<file path="src/rtl/key_scan_encoder_pkg.sv">
// Shared types and constants for the key scan encoder and its debounce cells.
package key_scan_encoder_pkg;

  localparam int unsigned NUM_LINES = 8;
  localparam int unsigned CODE_W    = 3;
  localparam int unsigned DEB_W     = 4;
  localparam int unsigned DIV_W     = 16;

  typedef logic [CODE_W-1:0] code_t;

  typedef enum logic {
    EV_IDLE = 1'b0,
    EV_FULL = 1'b1
  } ev_state_e;

  typedef struct packed {
    logic  valid;
    code_t code;
  } key_event_t;

  // Encodes a vector with at most one bit set; OR-merging is exact for one-hot inputs.
  function automatic code_t onehot_to_code(input logic [NUM_LINES-1:0] vec);
    code_t code;
    code = '0;
    for (int unsigned i = 0; i < NUM_LINES; i++) begin
      if (vec[i]) code = code | CODE_W'(i);
    end
    return code;
  endfunction

endpackage

</file>
<file path="src/rtl/key_debounce_cell.sv">
// Debounce state for one key line; only updates on its own scan-slot sample.
module key_debounce_cell
  import key_scan_encoder_pkg::*;
#(
  parameter int unsigned DEB_CNT = 4
) (
  input  logic clk,
  input  logic rst_n,
  input  logic en,
  input  logic sample,
  output logic state_o,
  output logic rise_c
);

  localparam logic [DEB_W-1:0] CNT_LAST = DEB_W'(DEB_CNT - 1);

  logic [DEB_W-1:0] cnt_q, cnt_d;
  logic             state_q, state_d;

  always_ff @(posedge clk or negedge rst_n) begin
    if (!rst_n) begin
      cnt_q   <= '0;
      state_q <= 1'b0;
    end else begin
      cnt_q   <= cnt_d;
      state_q <= state_d;
    end
  end

  // A disagreeing sample that completes the run flips the state and clears the count together.
  always_comb begin
    cnt_d   = cnt_q;
    state_d = state_q;
    rise_c  = 1'b0;
    if (en) begin
      if (sample == state_q) begin
        cnt_d = '0;
      end else if (cnt_q == CNT_LAST) begin
        cnt_d   = '0;
        state_d = ~state_q;
        rise_c  = ~state_q;
      end else begin
        cnt_d = cnt_q + DEB_W'(1);
      end
    end
  end

  assign state_o = state_q;

endmodule

</file>
<file path="src/rtl/key_scan_encoder.sv">
// Scans 8 key lines through the external decoder, debounces each, and reports new presses.
module key_scan_encoder
  import key_scan_encoder_pkg::*;
#(
  parameter int unsigned SCAN_DIV = 1000,
  parameter int unsigned DEB_CNT  = 4
) (
  input  logic                 clk,
  input  logic                 rst_n,
  output logic [CODE_W-1:0]    scanCode,
  input  logic                 senseIn,
  output logic [CODE_W-1:0]    keyCode,
  output logic                 keyValid,
  input  logic                 keyReady,
  output logic [NUM_LINES-1:0] keyHeld,
  output logic                 keyLost
);

  localparam logic [DIV_W-1:0] DIV_LAST = DIV_W'(SCAN_DIV - 1);

  logic [DIV_W-1:0]     div_q, div_d;
  code_t                scan_q, scan_d;
  logic [1:0]           sync_q, sync_d;
  logic                 sense_s;
  logic                 slot_end_c;
  logic [NUM_LINES-1:0] held_vec;
  logic [NUM_LINES-1:0] rise_vec;
  key_event_t           press_c;
  logic                 accept_c;

  ev_state_e            state_q, state_d;
  logic                 valid_q, valid_d;
  code_t                code_q, code_d;
  logic                 lost_q, lost_d;

  // Slot timing, scan counter and sense synchroniser.
  always_ff @(posedge clk or negedge rst_n) begin
    if (!rst_n) begin
      div_q  <= '0;
      scan_q <= '0;
      sync_q <= '0;
    end else begin
      div_q  <= div_d;
      scan_q <= scan_d;
      sync_q <= sync_d;
    end
  end

  always_comb begin
    slot_end_c = (div_q == DIV_LAST);
    div_d      = slot_end_c ? '0 : div_q + DIV_W'(1);
    scan_d     = slot_end_c ? scan_q + CODE_W'(1) : scan_q;
    sync_d     = {sync_q[0], senseIn};
    sense_s    = sync_q[1];
  end

  for (genvar i = 0; i < NUM_LINES; i++) begin : g_cell
    key_debounce_cell #(
      .DEB_CNT (DEB_CNT)
    ) u_cell (
      .clk     (clk),
      .rst_n   (rst_n),
      .en      (slot_end_c && (scan_q == CODE_W'(i))),
      .sample  (sense_s),
      .state_o (held_vec[i]),
      .rise_c  (rise_vec[i])
    );
  end

  // At most one cell is enabled per edge, so rise_vec is one-hot or zero.
  always_comb begin
    press_c.valid = |rise_vec;
    press_c.code  = onehot_to_code(rise_vec);
    accept_c      = valid_q & keyReady;
  end

  // Event slot: state register plus registered outputs.
  always_ff @(posedge clk or negedge rst_n) begin
    if (!rst_n) begin
      state_q <= EV_IDLE;
      valid_q <= 1'b0;
      code_q  <= '0;
      lost_q  <= 1'b0;
    end else begin
      state_q <= state_d;
      valid_q <= valid_d;
      code_q  <= code_d;
      lost_q  <= lost_d;
    end
  end

  always_comb begin
    state_d = state_q;
    case (state_q)
      EV_IDLE: if (press_c.valid) state_d = EV_FULL;
      EV_FULL: if (accept_c && !press_c.valid) state_d = EV_IDLE;
      default: state_d = EV_IDLE;
    endcase
  end

  // A press into a full, un-drained slot is dropped and flagged instead of overwriting.
  always_comb begin
    code_d  = code_q;
    lost_d  = 1'b0;
    valid_d = (state_d == EV_FULL);
    case (state_q)
      EV_IDLE: if (press_c.valid) code_d = press_c.code;
      EV_FULL: begin
        if (press_c.valid) begin
          if (accept_c) code_d = press_c.code;
          else          lost_d = 1'b1;
        end
      end
      default: code_d = code_q;
    endcase
  end

  assign scanCode = scan_q;
  assign keyCode  = code_q;
  assign keyValid = valid_q;
  assign keyLost  = lost_q;
  assign keyHeld  = held_vec;

endmodule

</file>
<file path="config.mk">
export PLATFORM = sky130hd
export DESIGN_NAME = key_scan_encoder
export DESIGN_NICKNAME = d
export VERILOG_FILES = /design/src/rtl/key_scan_encoder_pkg.sv /design/src/rtl/key_debounce_cell.sv /design/src/rtl/key_scan_encoder.sv
export SDC_FILE = /design/constraint.sdc
export NUM_CORES = 1
export LEC_CHECK = 0
export ABC_CLOCK_PERIOD_IN_PS = 2310
export BUFFER_PORTS_ARGS = -buffer_cell sky130_fd_sc_hd__buf_2
export CORE_MARGIN = 8
export CORE_UTILIZATION = 45
export CTS_CLUSTER_DIAMETER = 80
export DETAILED_ROUTE_END_ITERATION = 10
export PLACE_DENSITY_LB_ADDON = 0.25
export SLEW_MARGIN = 10
export SYNTH_ARGS = -nofsm -noshare
export SYNTH_HDL_FRONTEND = slang
export SYNTH_SLANG_ARGS = --single-unit
</file>
<file path="constraint.sdc">
create_clock -name clk -period 2.31 [get_ports clk]
set_input_delay 0.231 -clock clk [delete_from_list [all_inputs] [get_ports clk]]
set_output_delay 0.231 -clock clk [all_outputs]
set_load 0.005 [all_outputs]
</file>
==> out/qor.csv <==
stage,metric,value,unit
logic_synthesis,synthXorXnorAreaFrac,5.42,%
grt,grt_pass1_wl,13400,um
route,viasPerCell,5.37,
sta,timing.fmax,0.446,GHz
route,drt-initial-drc-count,81,
grt,first_global_vias,2729,
logic_synthesis,synth.net_count,381,
floorplan,die_height,105,um
clock_network,clk_path_buf_depth,2,
grt,use_met2,23.3,%
floorplan,core_area,7690,um2
grt,grt_most_used_layer,met2,
outcome,status,completed,
grt,met3_usage,2.70,%
clock_network,root_buffer,clkbuf_8,
floorplan,io_pins,20,
sta,final-hold-violation-count,0,
route,drc_errors,0,
sta,min_period,2.24,ns
worst_hold_path,hold_class,input pin to flip-flop,
logic_synthesis,syn_inst,362,
route,antenna_left,0,
sta,tightest_slew,0.442,ns
worst_setup_path,worstPathArrival,2.48,ns
sta,finalSetupViolCount,0,
job,drv_cap,0,
grt,antenna_found_initial,0,
sta,skew,0.0102,ns
power,vdd.ir_drop.worst,0.327,mV
route,wire_per_inst,14.6,um
logic_synthesis,yosysWarnings,0,
place,placed_cells,500,
route,first_pass_iters,4,
route,via_count,2796,
worst_setup_path,rrSetupSlack,0.07,ns
grt,track_usage,14.7,%
grt,use_met1,19.2,%
cells_and_area,final_common_cell,dfrtp_1,
worst_setup_path,criticalPathCategory,flip-flop to flip-flop,
sta,drv_slew,0,
floorplan,fp-row-count,32,
cells_and_area,drive_above_1_share,20.5,%
clock_network,cts_sinks,66,
logic_synthesis,synth_compound_area_share,11.3,%
power,power,2.10,mW
clock_network,htreeDepth,3,
worst_setup_path,cp-end-kind,flip-flop,
logic_synthesis,ys_ff_latch,66,
grt,grt-ovfl-total,0,
worst_setup_path,cp-start-kind,flip-flop,
route,routed_wl,7630,um
worst_setup_path,cp_max_fo,5,
logic_synthesis,yosys.area_share.simple,26.7,%
worst_setup_path,required,2.54,ns
floorplan,die_width,105,um
cells_and_area,fin_util,54.4,%
clock_network,cts_made_buffers,9,
logic_synthesis,synth.mux.area_fraction,1.86,%
logic_synthesis,synth.avg_cell_area,9.83,um2
sta,rsz0062_at_grt,yes,
place,portBuffers,19,
cells_and_area,fin_cells,521,
cells_and_area,fin_nets,435,
floorplan,dieArea,11000,um2
clock_network,clock_latency,0.34,ns
floorplan,start_util,46.3,%
sta,slew_headroom,70.3,%
place,place.gp.congestion,0.835,
power,power_density,502,nW/um2
place,dp_hpwl,5770,um
cells_and_area,final_cell_mix,"dfrtp_1, nand2_1, buf_4, o21ai_0, nand3_1",
grt,grt_max_degree,26,
logic_synthesis,ys_seq_area_share,46.4,%
sta,finalCritPeriodShare,97.2,%
logic_synthesis,synth_top_family_by_area,simple AND/OR/NAND/NOR gates,
logic_synthesis,syn_area,3560,um2
cells_and_area,n_antenna_cell,0,
logic_synthesis,synth_cell_types,52,
logic_synthesis,synth-adder-area-share,5.28,%
clock_network,clkTransAtPathRegs,0.07,ns
cells_and_area,area_delta_synth_final,17.6,%
power,power_leakage,1.92,nW
clock_network,cts_tree,yes,
## synthesized netlist by cell type, drive strengths merged
cell | instances | area, um2
dfrtp | 66 | 1650
nand2 | 44 | 165
o21ai | 34 | 170
nand3 | 25 | 140
nor2 | 21 | 78.8
nand4 | 16 | 100
ha | 15 | 188
xnor2 | 12 | 105
xor2 | 10 | 87.6
o31ai | 9 | 67.6
buf | 8 | 60.1
nor2b | 8 | 50.1
nor3b | 8 | 60.1
inv | 7 | 26.3
nand3b | 7 | 52.6
nor3 | 6 | 41.3
clkbuf | 5 | 18.8
mux2 | 5 | 56.3
nand2b | 5 | 31.3
nor4 | 5 | 52.6
a21oi | 4 | 20.0
a22o | 4 | 35.0
and4 | 4 | 35.0
or3 | 4 | 25.0
or4 | 4 | 37.5
and2 | 3 | 18.8
and3 | 3 | 18.8
a21o | 2 | 15.0
a31oi | 2 | 12.5
or3b | 2 | 17.5
a2111o | 1 | 11.3
a2111oi | 1 | 8.76
a211o | 1 | 8.76
and4b | 1 | 10.0
clkinv | 1 | 3.75
mux2i | 1 | 10.0
nand4b | 1 | 8.76
o2111a | 1 | 11.3
o2111ai | 1 | 8.76
o211a | 1 | 10.0
o211ai | 1 | 7.51
o21a | 1 | 7.51
o22ai | 1 | 6.26
or2 | 1 | 6.26
## cell families (layout without fill, tap and decap cells)
logic type               count (synthesis)  in the layout
AND/OR/NAND/NOR                        168            168
adder cells (fa/ha/maj)                 15             15
AO/OA/AOI/OAI                           64             64
multiplexers                             6              6
XOR/XNOR                                22             22
flip-flops                              66             66
buffers and inverters                   21             78
## report_power, final
group | internal (mW) | switching, mW
Sequential | 1.16 | 0.00315
Combinational | 0.0166 | 0.0387
Clock | 0.464 | 0.423
Total | 1.64 | 0.465
## routing by layer
metal / vias to the layer above / part of all wire, %
met1: 1330 / 49
met3: 10 / 3.1
li1: 1419 / -
met4: 0 / 1.4
met5: - / 0
met2: 37 / 47
## worst max-delay path, cell delays in order, from the launching register on
cell and delay [ns]:
dfrtp_1 0.39, or4_4 0.59, nor3_4 0.31, nand4_1 0.19, o2111a_1 0.31, a211o_1 0.26
o21a_1 0.10
## path summary, 6_finish.rpt
| check | start | endpoint | cells past startpoint |
|---|---|---|---|
| hold reg to reg | sync_q[0] | sync_q[1] | 0 |
| hold / removal | keyReady | keyLost | 3 |
| max in group asynchronous | rst_n | div_q[10] | 3 |
| setup / recovery | div_q[13] | keyCode[1] | 6 |
| setup reg to reg | div_q[13] | keyCode[1] | 6 |
| min in group asynchronous | rst_n | g_cell[5].u_cell.cnt_q[3] | 2 |
## cell type report
class | count | area [um2]
repair buffers | 56 | 378
well taps | 102 | 128
inverters | 8 | 30.0
flip-flops and latches | 66 | 1650
clock buffers | 12 | 165
clock inverters | 2 | 12.5
fillers | 709 | 3500
multi-input cells | 275 | 1820
## repair_timing
item,in CTS,in global routing
buffers inserted,0,5
setup endpoints to repair,0,7
endpoints found under the hold margin,17,0
gates resized for setup,0,7
hold buffers,2,0
## per-stage QoR
stage	setup slack (ns)	cell area (um2)	hold WS (ns)	TNS, ns
after floorplan	0.0699	3560	-0.0646	0
after global placement	0.0600	3930	0.188	0
after detailed placement	0.0669	3930	0.195	0
after CTS	0.0543	4120	0.273	0
after global routing	-0.0273	4180	0.312	-0.0354
final	0.0654	4180	0.292	0
## registers in the layout (all words and copies together), names as in the netlist
register               cells
keyValid                   1
scanCode                   3
keyLost                    1
g_cell.u_cell.state_o      8
keyCode                    3
div_q                     16
sync_q                     2
g_cell.u_cell.cnt_q       32
(Power assumes the default switching activity.)
